**config.mk**
```make
export PLATFORM = sky130hd
export DESIGN_NAME = frame_buffer_loader
export DESIGN_NICKNAME = d
export VERILOG_FILES = /design/src/rtl/frame_buffer_loader.sv
export SDC_FILE = /design/constraint.sdc
export NUM_CORES = 1
export LEC_CHECK = 0
export ABC_AREA = 0
export BUFFER_PORTS_ARGS = -buffer_cell sky130_fd_sc_hd__buf_2
export CAP_MARGIN = 20
export CORE_MARGIN = 3
export CORE_UTILIZATION = 55
export CTS_BUF_LIST = sky130_fd_sc_hd__clkbuf_8
export CTS_CLUSTER_SIZE = 14
export DETAILED_ROUTE_END_ITERATION = 12
export PLACE_DENSITY_LB_ADDON = 0.15
export SLEW_MARGIN = 15
export SYNTH_ARGS = -nofsm -noshare
export SYNTH_HDL_FRONTEND = slang
export SYNTH_SLANG_ARGS = --single-unit
```
**constraint.sdc**
```tcl
create_clock -name i_clk -period 3.75 [get_ports i_clk]
set_input_delay 0.75 -clock i_clk [delete_from_list [all_inputs] [get_ports i_clk]]
set_output_delay 0.75 -clock i_clk [all_outputs]
set_load 0.02 [all_outputs]
```
**src/rtl/frame_buffer_loader.sv**
```systemverilog
// Packs a 9-bit RGB pixel stream into 54-bit words and writes one frame into
// the HUB75 frame RAM that is not being displayed, once per bank-swap toggle.
module frame_buffer_loader #(
  parameter int WORDS_PER_FRAME = 3360,
  parameter int ADDR_W          = 12
) (
  input  logic              i_clk,
  input  logic              i_rst_n,
  input  logic              i_require_data,
  input  logic              i_disp_sel,
  input  logic              i_pix_valid,
  input  logic              i_pix_sof,
  input  logic [8:0]        i_pix_data,
  output logic              o_pix_ready,
  output logic              o_frame_req,
  output logic [ADDR_W-1:0] o_wr_addr,
  output logic [53:0]       o_wr_data,
  output logic              o_wr1,
  output logic              o_wr2,
  output logic              o_busy,
  output logic              o_overrun
);

  typedef enum logic [1:0] {IDLE, REQ, FILL, WRITE} state_t;

  state_t            state, state_next;
  logic              req_q;
  logic              tgt;        // 1 = load RAM1, 0 = load RAM2
  logic              overrun;
  logic [2:0]        slot;
  logic [ADDR_W-1:0] word_cnt;
  logic [53:0]       pack_word;
  logic              swap;
  logic              start;
  logic              xfer;
  logic              last_word;

  assign swap      = i_require_data ^ req_q;
  assign last_word = (word_cnt == ADDR_W'(WORDS_PER_FRAME - 1));
  assign xfer      = o_pix_ready & i_pix_valid;

  // NOTE: state flops use non-blocking assignments so every register samples
  // the pre-edge values; blocking here would create ordering-dependent races.
  always_ff @(posedge i_clk or negedge i_rst_n) begin
    if (!i_rst_n) state <= IDLE;
    else          state <= state_next;
  end

  // NOTE: every output of this block gets a default first, so no path can
  // leave a variable unassigned and infer a latch.
  always_comb begin
    state_next  = state;
    start       = 1'b0;
    o_pix_ready = 1'b0;
    o_frame_req = 1'b0;
    o_wr1       = 1'b0;
    o_wr2       = 1'b0;
    unique case (state)
      IDLE: begin
        if (swap) begin
          state_next = REQ;
          start      = 1'b1;
        end
      end
      REQ: begin
        o_frame_req = 1'b1;
        state_next  = FILL;
      end
      FILL: begin
        o_pix_ready = 1'b1;
        if (i_pix_valid && !i_pix_sof && slot == 3'd5) state_next = WRITE;
      end
      WRITE: begin
        o_wr1      = tgt;
        o_wr2      = ~tgt;
        state_next = last_word ? IDLE : FILL;
      end
      default: state_next = IDLE;
    endcase
    // A swap mid-load aborts and restarts; a WRITE strobe this cycle still lands.
    if (swap && state != IDLE) begin
      state_next = REQ;
      start      = 1'b1;
    end
  end

  // NOTE: the packing register is reset too, because the write-data output
  // must read 0 while reset is asserted.
  always_ff @(posedge i_clk or negedge i_rst_n) begin
    if (!i_rst_n) begin
      req_q     <= 1'b0;
      tgt       <= 1'b0;
      overrun   <= 1'b0;
      slot      <= 3'd0;
      word_cnt  <= '0;
      pack_word <= '0;
    end else begin
      req_q <= i_require_data;
      if (swap && state != IDLE) overrun <= 1'b1;

      if (start) begin
        tgt      <= ~i_disp_sel;
        slot     <= 3'd0;
        word_cnt <= '0;
      end else if (xfer) begin
        if (i_pix_sof) begin
          pack_word[17:9] <= i_pix_data;
          slot            <= 3'd1;
          word_cnt        <= '0;
        end else begin
          // Pixel pairs are swapped within each 18-bit half-lane of the word.
          unique case (slot)
            3'd0:    pack_word[17:9]  <= i_pix_data;
            3'd1:    pack_word[8:0]   <= i_pix_data;
            3'd2:    pack_word[35:27] <= i_pix_data;
            3'd3:    pack_word[26:18] <= i_pix_data;
            3'd4:    pack_word[53:45] <= i_pix_data;
            default: pack_word[44:36] <= i_pix_data;
          endcase
          slot <= (slot == 3'd5) ? 3'd0 : slot + 3'd1;
        end
      end else if (state == WRITE) begin
        slot     <= 3'd0;
        word_cnt <= last_word ? '0 : word_cnt + ADDR_W'(1);
      end
    end
  end

  assign o_wr_addr = word_cnt;
  assign o_wr_data = pack_word;
  assign o_busy    = (state != IDLE);
  assign o_overrun = overrun;

endmodule

```
* Yosys cells after proc, flatten, opt, wreduce, memory -nomap -nowiden
Index checks and enable logic that the tools add are counted.
** Word-level totals
- Register bits after elaboration :: 74
- Input bits :: 15
- Output and inout port bits :: 72
- Logic and storage cells :: 75
** Cells by class
- Add/subtract/negate cells :: 2
- Equal/unequal tests :: 12
- Muxes and demuxes :: 24
- Bitwise logic cells :: 7
- Reductions and logical operators :: 18
** Operators by type and width (count)
- $mux 12 :: 5
- $reduce_and 4->1 :: 5
- $mux 9 :: 2
- $mux 3 :: 5
- $add 12x1->12 const B :: 1
- $eq 12x12->1 const B :: 1
- $ne 3x3->1 const B :: 3
- $mux 2 :: 4
- $pmux 2 s4 :: 1
- $mux 1 :: 7
- $eq 3x2->1 const B :: 2
- $eq 3x3->1 const B :: 2
- $not 1->1 :: 5
- $reduce_or 5->1 :: 1
- $eq 2x2->1 const B :: 2
- $reduce_and 2->1 :: 2
- $reduce_bool 2->1 :: 2
- $add 3x1->3 const B :: 1
- $eq 3x1->1 const B :: 1
- $logic_and 1x1->1 :: 3
- $logic_not 3->1 :: 1
- $reduce_and 3->1 :: 1
- $reduce_bool 3->1 :: 1
- $eq 2x1->1 const B :: 1
- other kinds (4) :: 4

* Logic depth before layout (Yosys ltp)
Gate-level depths: netlist of run 1.
- Word-level depth :: 6
- Depth in mapped cells :: 6
- Depth with buffers taken out :: 5

* Least setup slack after synthesis of run 1
Ideal clock, no wire load.
- Kind :: input-to-reg
- From :: input i_require_data
- To :: register pack_word[36], in the netlist o_wr_data[36]
- Setup time :: 0.125 ns
- Data arrival time :: 1.779 ns
- Data required time :: 3.625 ns
- Slack :: 1.847 ns
- Cell stages on the path :: 5
- Buffers on the path :: 1
- Cell sequence :: xor2_1 -> buf_2 -> nor3_4 -> nand2_2 -> mux2_2
** Between the ends
- Cells in the longest elaborated chain, start to end :: 6
- Elaborated cells between the ends (all ways) :: 7
- Those cells by class :: mux (3); bitwise (2); reduce/logical (2)
** RTL lines
- from (decl) :: line 9 : input logic i_require_data,
- $xor 1x1->1 * :: line 38 : assign swap = i_require_data ^ req_q;
- $mux 1 :: line 60 : if (swap) begin
- $mux 1 :: line 58 : unique case (state)
- $mux 1 * :: line 81 : if (swap && state != IDLE) begin
- $not 1->1 (no source line) *
- $reduce_and 4->1 (no source line) *
- to (signal assigned) :: line 118 : default: pack_word[44:36] <= i_pix_data;
- to (decl) :: line 32 : logic [53:0] pack_word;
Mark *: on every way between the ends. The rest lies on a longest branch, timed or not.
A chain may end at the register's enable or synchronous reset.

* Worst setup path in the final report of run 1
- From :: register state[1]
- To :: output o_wr2
** Between the ends
- Cells in the longest elaborated chain, start to end :: 2
** RTL lines
- from (decl) :: line 26 : state_t state, state_next;
- from (signal assigned) :: line 46 : else state <= state_next;
- $eq 2x2->1 :: line 58
- $mux 1 :: line 58
- to (decl) :: line 19 : output logic o_wr2,
No other way between the ends.

==> flow_summary_export.csv, run 1 <==
group,metric,value,unit
timing,fin_crit,2.17,ns
power_and_ir_drop,p_leak,2.13,nW
power_and_ir_drop,p_total,1.88,mW
power_and_ir_drop,clkPwrFrac,35.7,%
synthesis,yosys.area_share.xor_xnor,0.541,%
timing,max_freq,461,MHz
grt,grt_max_degree,33,
timing,hold_viol_final,0,
timing,grt_setup_unrepaired,"no",
run,max_cap_violations,0,
critical_path,criticalPathCategory,"flop to primary output",
synthesis,ys_warn_count,0,
die,core,5610,um2
cts,ctsHoldBuffers,0,
die,die_y,82.7,um
critical_path,critPathBufInv,1,
critical_path,crit_fanout,11,
place,placed_cells,395,
die,die_x,82.7,um
synthesis,synth_edf_count,0,
synthesis,synth_top_family_by_area,"multiplexers",
timing,finalSetupViolCount,0,
routing,wire_per_inst,17.7,um
power_and_ir_drop,p_per_area,477,nW/um2
timing,relSlewSlack,51.7,%
cts,postCtsSetupRepairBufs,0,
synthesis,synthAdderAreaFrac,0.773,%
synthesis,synth_compound_area_share,8.93,%
synthesis,yosysSeqAreaShare,57.2,%
cts,cts.sink_count,74,
cts,cts_buffers,9,
synthesis,synthesis.nets,260,
cts,cts_resized,0,
cts,clockRootBuffer,"clkbuf_8",
critical_path,path_cells,"nand2_1 > nor2_1 > buf_2",
synthesis,synth_cells,243,
synthesis,yosysMostFrequentCell,"dfrtp_1",
final_layout,antenna_cells_inserted,0,
grt,grt_first_pass_wirelength,11.3,mm
place,dp_hpwl,5.06,mm
power_and_ir_drop,intPower,1.35,mW
cts,cts_max_level,3,
timing,setup_tns,0,ns
power_and_ir_drop,peakVddDrop,0.000294,V
routing,viasPerCell,5.65,
routing,first_pass_iters,4,
critical_path,crit_path_end_kind,"primary output",
synthesis,netlist_area,3240,um2
final_layout,regArea,1850,um2
synthesis,synth_seq_cells,74,
grt,grt_pass1_vias,2179,
critical_path,cp_top_family,"flip-flops",
synthesis,yosysTopAreaCellShare,57.2,%
die,pin_count,87,
final_layout,num-nets-final,351,
critical_path,cp.required,3.00,ns
critical_path,start_kind,"flop",
critical_path,cp_slowest_cell,"dfrtp_1",
grt,gr-total-overflow,0,
synthesis,ys.flop_type,"dfrtp_1",
synthesis,ys_top_cells_by_area,"dfrtp_1 (57%), mux2_2 (19%), a21oi_1 (1.7%)",
synthesis,syn_avg_cell_area,13.3,um2
die,num_rows,27,
final_layout,fin_cells,411,
final_layout,multi_input_area,1320,um2
die,die_area,6840,um2
place,gp_congestion,0.819,
timing,finClkSkew,0.0101,ns
critical_path,rrSetupSlack,1.68,ns
power_and_ir_drop,p_seq_share,48.2,%
place,io_buffer_count,86,
power_and_ir_drop,p_comb_share,16.1,%
timing,hold_ws,0.293,ns
critical_path,crit_start,"state[1]",
cts,path_clk_slew,0.08,ns
synthesis,yosys.area_share.simple,10.7,%
routing,dr_total_vias,2322,
timing,finalCritPeriodShare,57.8,%
synthesis,synth_top_cell_by_area,"dfrtp_1",
critical_path,reg2reg_from,"state[1]",
synthesis,synth_cell_types,45,
routing,wl,7.28,mm
cts,cts_tree,"built",
outcome,status,"finished clean",
final_layout,layout-drive-gt1-share,50.1,%
power_and_ir_drop,swShare,28.3,%
cts,max-clock-path-buffers,2,
power_and_ir_drop,switching_power,0.532,mW
synthesis,muxShareOfSynthArea,19.7,%
final_layout,fill_cells,452,
grt,grt_use_total,22.5,%
routing,drc,0,
final_layout,area_delta_synth_final,21.9,%
timing,worst_slew_pin_slew,0.723,ns
die,start_util,57.7,%
synthesis,yosys-top-cells-count,"dfrtp_1 (74), mux2_2 (55), a21oi_1 (11), nand2_1 (11)",
timing,drv_slew,0,
critical_path,critPathMaxStageDelay,0.56,ns
critical_path,cp.arrival,1.42,ns
hold_path,worstHoldPathType,"primary input to asynchronous set/reset pin",
cts,insertion_delay,0.34,ns
grt,antenna_found_initial,0,
routing,drt_first_iter_violations,96,
synthesis,synthArstFlopShare,100,%
routing,ant_nets,0,
## power groups by stage
stage          Sequential [mW]  Clock, mW  Combinational [mW]
2_1_floorplan            0.984          0               0.122
3_3_place_gp             0.919          0               0.298
3_5_place_dp             0.922          0               0.307
4_1_cts                  0.907      0.684               0.308
5_1_grt                  0.916      0.726               0.331
6_report                 0.908      0.672               0.304
## cell type report
| class | instances | share of cell area, % |
|---|---|---|
| Sequential cell | 74 | 46.9 |
| Multi-Input combinational cell | 156 | 33.4 |
| Timing Repair Buffer | 89 | 11.5 |
| Clock buffer | 9 | 3.14 |
| Clock inverter | 7 | 2.41 |
| Tap cell | 72 | 2.28 |
| Inverter | 4 | 0.380 |
## placed cells by master (no fill, tap or decap), drive strengths merged, types with 2 or more instances in the layout
| cell type | instances |
|---|---|
| a41oi | 2 |
| a21o | 4 |
| nor2b | 2 |
| nor3 | 5 |
| nand4 | 3 |
| and4 | 2 |
| mux2i | 2 |
| and2 | 3 |
| bufinv | 2 |
| inv | 5 |
| nand2 | 13 |
| o21a | 2 |
| buf | 89 |
| a311oi | 2 |
| nor4 | 2 |
| o21ai | 5 |
| dfrtp | 74 |
| ha | 2 |
| clkinv | 4 |
| mux2 | 55 |
| nor2 | 7 |
| a21oi | 11 |
| clkbuf | 9 |
| and3 | 4 |
| nand3 | 8 |
| a31oi | 7 |
## per-layer routing
layer | up-vias | track usage (%) | part of all wire, %
li1 | 1078 | - | -
met1 | 1164 | 30.5 | 44
met2 | 69 | 34.7 | 48
met3 | 11 | 6.07 | 6.6
met4 | 0 | 8.33 | 1.3
met5 | - | 0 | 0
## registers in the layout, indices dropped and copies added, names as in the netlist
register / count
o_overrun: 1
o_wr_addr: 12
o_wr_data: 54
req_q: 1
slot: 3
state: 2
tgt: 1
## logic make-up (layout without fill, tap and decap cells)
| family | count (synthesis) | after routing |
|---|---|---|
| adders and majority gates | 2 | 2 |
| AOI/OAI and AO/OA | 39 | 39 |
| DFF | 74 | 74 |
| and+or+nand+nor | 56 | 56 |
| muxes | 57 | 57 |
| xor gates and xnor gates | 2 | 2 |
| buffers and inverters | 13 | 109 |
## worst register-to-register path, stage by stage (launching register included)
cell and delay, ns:
dfrtp_1 0.56, nand3b_4 0.17, nor4_2 0.33, and2_1 0.49
mux2_2 0.40
## through the flow
stage	util [%]	setup WS [ns]	instance area, um2
finish	70.4	1.58	3950
global route	70.4	1.44	3950
CTS	70.4	1.56	3950
detailed placement	66.5	1.29	3730
global placement	66.5	1.37	3730
floorplan	-	1.85	3240
## worst paths after layout
path                                 end  depth (start not counted)
setup / recovery                   o_wr2                          3
hold / removal                 o_overrun                          1
setup reg to reg           o_wr_data[51]                          4
hold reg to reg                o_overrun                          1
max in group asynchronous  o_wr_data[48]                          2
min in group i_clk             o_overrun                          1
Power figures use the tool's default switching activity.
==> run 2, diff against run 1 <==
Settings changed: CORE_UTILIZATION 55 to 49.
Clock period 3.75 ns to 1.7 ns, I/O delays scaled along.
==> run 2 against run 1 <==
Worst setup slack worse by 1.6 ns. Cell count up 9.5%. Core utilization up 1.6 points. Via count up 5.4%. Sequential cell count unchanged. Clock power up 150%. Worst hold slack worse by 0.13 ns. Sequential share of layout area down 5.1 points. First-iteration DRC count down 5.2%. Global-route usage down 0.54 points. Critical endpoint is now o_wr_data[29]. Largest cell class unchanged. Largest power group unchanged. Highest routed layer unchanged.
==> flow_summary_export.csv, run 2 (synthesized netlist as in run 1, its figures left out) <==
group,metric,value,unit
outcome,status,"finished clean",
power_and_ir_drop,p_comb_share,18.4,%
power_and_ir_drop,swShare,27.8,%
place,pre_cts_ws,-0.159,ns
final_layout,fin_cells,450,
final_layout,area_delta_synth_final,37.0,%
place,placed_cells,430,
timing,relSlewSlack,68.2,%
grt,gr-total-overflow,0,
run,max_cap_violations,0,
grt,antenna_found_initial,0,
place,gp_congestion,0.791,
power_and_ir_drop,p_total,4.46,mW
critical_path,reg2reg_from,"req_q",
cts,clockRootBuffer,"clkbuf_8",
cts,cts.sink_count,74,
routing,ant_nets,0,
die,die_area,7620,um2
final_layout,regArea,1860,um2
final_layout,num-nets-final,388,
power_and_ir_drop,clkPwrFrac,37.1,%
grt,grt_first_pass_wirelength,12.6,mm
die,core,6170,um2
place,dp_hpwl,5.50,mm
final_layout,final_common_cell,"buf_2",
routing,wl,7.92,mm
timing,grt_setup_unrepaired,"yes",
final_layout,final_cell_mix,"buf_2 (86), dfrtp_1 (71), mux2_2 (46), buf_4 (32)",
place,io_buffer_count,86,
power_and_ir_drop,p_seq_share,44.6,%
routing,drc,0,
timing,finalSetupViolCount,0,
routing,dr_total_vias,2448,
die,die_x,87.3,um
final_layout,fill_cells,453,
power_and_ir_drop,p_leak,2.35,nW
hold_path,worstHoldPathType,"primary input to flop",
routing,drt_first_iter_violations,91,
final_layout,layout-drive-gt1-share,58.7,%
critical_path,crit_path_end_kind,"flop",
timing,finClkSkew,0.00833,ns
critical_path,cp_slowest_cell,"dfrtp_1",
die,die_y,87.3,um
power_and_ir_drop,switching_power,1.24,mW
routing,wire_per_inst,17.6,um
routing,first_pass_iters,4,
critical_path,cp.arrival,1.92,ns
hold_path,hp-start,"i_disp_sel",
critical_path,critPathMaxStageDelay,0.42,ns
timing,hold_viol_final,0,
final_layout,antenna_cells_inserted,0,
power_and_ir_drop,p_per_area,1000,nW/um2
grt,grt_use_total,21.9,%
power_and_ir_drop,intPower,3.22,mW
final_layout,largest_reg_flops,54,
die,num_rows,28,
cts,cts_tree,"built",
critical_path,cp.required,1.93,ns
final_layout,fin_util,72.0,%
critical_path,crit_start,"req_q",
cts,insertion_delay,0.34,ns
power_and_ir_drop,peakVddDrop,0.00104,V
timing,max_freq,590,MHz
timing,drv_slew,0,
die,pin_count,87,
cts,path_clk_slew,0.08,ns
critical_path,rrSetupSlack,0.006,ns
grt,grt_max_degree,40,
timing,fin_crit,1.69,ns
critical_path,crit_fanout,4,
timing,finalCritPeriodShare,99.6,%
cts,cts_buffers,9,
cts,max-clock-path-buffers,2,
critical_path,criticalPathCategory,"flop to flop",
die,start_util,52.5,%
timing,worst_slew_pin_slew,0.474,ns
timing,fin_ws,0.00603,ns
final_layout,multi_input_area,1440,um2
critical_path,path_cells,"xor2_2 > nor4_4 > and3_4 > clkbuf_16 > mux2_4",
cts,cts_max_level,3,
critical_path,start_kind,"flop",
timing,setup_tns,0,ns
routing,viasPerCell,5.44,
grt,grt_pass1_vias,2448,
run 2: changes by cell type in the layout (fill, tap and decap cells not counted), sizes merged:
cell / previous run / this run
clkinvlp: 0 / 1
dlygate4sd3: 0 / 1
clkbuf: 9 / 10
bufinv: 2 / 3
clkinv: 4 / 1
buf: 89 / 124
run 2: path summary, 6_finish.rpt:
| path | endpoint | cells past startpoint |
|---|---|---|
| max | o_wr_data[29] | 5 |
| min | tgt | 2 |
| max reg2reg | o_wr_data[29] | 5 |
| min reg2reg | o_overrun | 1 |
| max in group asynchronous | o_wr_addr[1] | 3 |
| min in group asynchronous | o_wr_data[51] | 2 |
run 2: per-stage QoR:
| stage | hold WS (ns) | instance area (um2) |
|---|---|---|
| floorplan | 0.0444 | 3260 |
| global placement | 0.244 | 4020 |
| detailed placement | 0.248 | 4020 |
| CTS | 0.149 | 4290 |
| global route | 0.144 | 4440 |
| finish | 0.159 | 4440 |
run 2: final cells by class:
class | count | share of cell area, %
clock buffer | 9 | 2.79
clock inverter | 6 | 2.59
inverter | 4 | 0.338
multi-input combinational | 156 | 32.5
sequential | 74 | 41.8
tap | 75 | 2.12
timing repair buffer | 126 | 17.8
run 2: worst max-delay path, delay by kind of cell (launching register included):
kind                      cells  cell delay, ns
xor gates and xnor gates      1            0.22
buffers and inverters         1            0.15
DFF                           1            0.42
muxes                         1            0.29
and+or+nand+nor               2            0.48
run 2: what timing repair did:
action | in CTS | in global routing
hold buffers | 1 | 0
pin swaps | 0 | 3
cloned | 0 | 2
setup buffers | 0 | 3
endpoints found under the hold margin | 18 | 0
endpoints found under the setup margin | 20 | 67
gates resized for setup | 7 | 22
run 2: power groups by stage:
stage	logic, mW	registers [mW]	clock network, mW
after floorplan	0.271	2.18	0
after global placement	0.771	2.01	0
after detailed placement	0.789	2.02	0
after CTS	0.797	1.98	1.68
after global routing	0.885	2.00	1.78
final	0.819	1.99	1.65
run 2: layer usage:
layer  GRT usage, %  part of all wire, %
met5              0                    0
met3           6.72                  6.7
met2           33.7                   48
met4           6.42                  1.0
met1           30.1                   45
==> run 3, diff against run 2 <==
Settings changed: RECOVER_POWER from default to 100, SLEW_MARGIN 15 to default.
==> run 3 against run 2 <==
Non-clock buffer count unchanged. Die area unchanged. Clock-buffer cell count did not move. Global-route usage unchanged. Sequential cell count is the same. Via count shrank 0.61%. Largest cell class unchanged.
==> flow_summary_export.csv, run 3 (synthesized netlist as in run 1, its figures left out) <==
group,metric,value,unit
final_layout,design_area,4350,um2
cts,path_clk_slew,0.08,ns
timing,drv_slew,0,
timing,setup_tns,0,ns
grt,gr-total-overflow,0,
grt,grt_max_degree,40,
routing,wire_per_inst,17.6,um
grt,grt_pass1_vias,2448,
final_layout,antenna_cells_inserted,0,
die,die_x,87.3,um
timing,relSlewSlack,63.9,%
routing,drc,0,
power_and_ir_drop,p_per_area,1020,nW/um2
cts,insertion_delay,0.34,ns
timing,hold_viol_final,0,
timing,finalCritPeriodShare,99.8,%
power_and_ir_drop,peakVddDrop,0.00101,V
final_layout,multi_input_area,1440,um2
die,die_y,87.3,um
critical_path,path_cells,"xor2_2 > nor4_4 > and3_4 > clkbuf_16 > mux2_4",
power_and_ir_drop,p_leak,2.11,nW
cts,cts_max_level,3,
die,pin_count,87,
timing,finalSetupViolCount,0,
routing,first_pass_iters,4,
final_layout,final_cell_mix,"dfrtp_1 (71), clkbuf_1 (56), mux2_2 (46), buf_2 (30), buf_4 (30)",
power_and_ir_drop,p_comb_share,17.7,%
final_layout,largest_reg_flops,54,
power_and_ir_drop,intPower,3.18,mW
routing,wl,7.93,mm
power_and_ir_drop,switching_power,1.24,mW
critical_path,criticalPathCategory,"flop to flop",
critical_path,cp_top_family,"simple AND/OR/NAND/NOR gates",
final_layout,regArea,1860,um2
routing,wl_met2,3.72,mm
critical_path,start_kind,"flop",
cts,cts_buffers,9,
routing,maxUsedRoutingLayer,"met4",
routing,viasPerCell,5.41,
routing,ant_nets,0,
cts,cts.sink_count,74,
place,dp_hpwl,5.50,mm
final_layout,layout-drive-gt1-share,43.7,%
hold_path,worstHoldPathType,"primary input to flop",
critical_path,crit_path_end_kind,"flop",
critical_path,cp_slowest_cell,"dfrtp_1",
cts,max-clock-path-buffers,2,
final_layout,fill_cells,490,
grt,grt_first_pass_wirelength,12.6,mm
final_layout,num-nets-final,388,
power_and_ir_drop,p_seq_share,45.0,%
outcome,status,"finished clean",
grt,antenna_found_initial,0,
die,start_util,52.5,%
power_and_ir_drop,swShare,28.0,%
die,die_area,7620,um2
power_and_ir_drop,clkPwrFrac,37.3,%
place,place_area,4020,um2
routing,wl_met1,3.61,mm
grt,grt_use_total,21.9,%
run,max_cap_violations,0,
final_layout,area_delta_synth_final,34.3,%
timing,worst_slew_pin_slew,0.542,ns
die,core,6170,um2
critical_path,crit_fanout,4,
routing,dr_total_vias,2433,
place,gp_congestion,0.791,
critical_path,cp.arrival,1.92,ns
timing,finClkSkew,0.00798,ns
cts,cts_tree,"built",
critical_path,critPathMaxStageDelay,0.42,ns
timing,fin_crit,1.70,ns
routing,met3_length,529,um
critical_path,critPathBufInv,1,
cts,clockRootBuffer,"clkbuf_8",
die,num_rows,28,
final_layout,final_common_cell,"dfrtp_1",
critical_path,cp.required,1.93,ns
timing,grt_setup_unrepaired,"yes",
routing,drt_first_iter_violations,102,
place,io_buffer_count,86,
timing,max_freq,590,MHz
[run 3: cell type report]
cell class | count | area share [%]
Tap cell | 75 | 2.16
Clock inverter | 6 | 2.65
Inverter | 4 | 0.345
Clock buffer | 9 | 2.85
Multi-Input combinational cell | 156 | 33.2
Sequential cell | 74 | 42.7
Timing Repair Buffer | 126 | 16.2
[run 3: path summary, 6_finish.rpt]
check	from	end	slack, ns	depth (start not counted)
worst min-delay path	i_disp_sel	tgt	0.16	2
max in group asynchronous	i_rst_n	o_wr_data[47]	0.23	3
min in group asynchronous	i_rst_n	o_wr_data[51]	0.50	2
worst min register to register	o_overrun	o_overrun	0.50	1
worst max-delay path	req_q	o_wr_data[29]	0.004	5
worst max register to register	req_q	o_wr_data[29]	0.004	5
[run 3: repair_timing]
| action | in CTS | in global routing |
|---|---|---|
| cloned | 0 | 2 |
| pin swaps | 0 | 3 |
| hold endpoints to repair | 18 | 0 |
| setup buffers | 0 | 3 |
| hold buffers | 1 | 0 |
| endpoints found under the setup margin | 20 | 67 |
| gates resized for setup | 7 | 22 |
[run 3: stage by stage]
stage	setup WS, ns	total power [mW]	util (%)	std cells	hold WS [ns]
floorplan	-0.0624	2.45	-	243	0.0444
global placement	-0.0875	2.78	65.1	430	0.244
detailed placement	-0.159	2.81	65.1	430	0.248
CTS	-0.0365	4.46	69.6	446	0.149
global route	-0.0585	4.63	70.5	450	0.144
finish	0.00397	4.42	70.5	450	0.159
[run 3: power groups by stage]
stage               clock (mW)  combinational, mW  sequential, mW
floorplan                    0              0.271            2.18
global placement             0              0.771            2.01
detailed placement           0              0.789            2.02
CTS                       1.68              0.797            1.98
global route              1.78              0.847            2.01
finish                    1.65              0.781            1.99
[run 3: metal layers]
metal / GRT usage [%] / vias to the layer above
li1: - / 1155
met1: 30.1 / 1202
met2: 33.7 / 68
met3: 6.72 / 8
met4: 6.42 / 0
met5: 0 / -
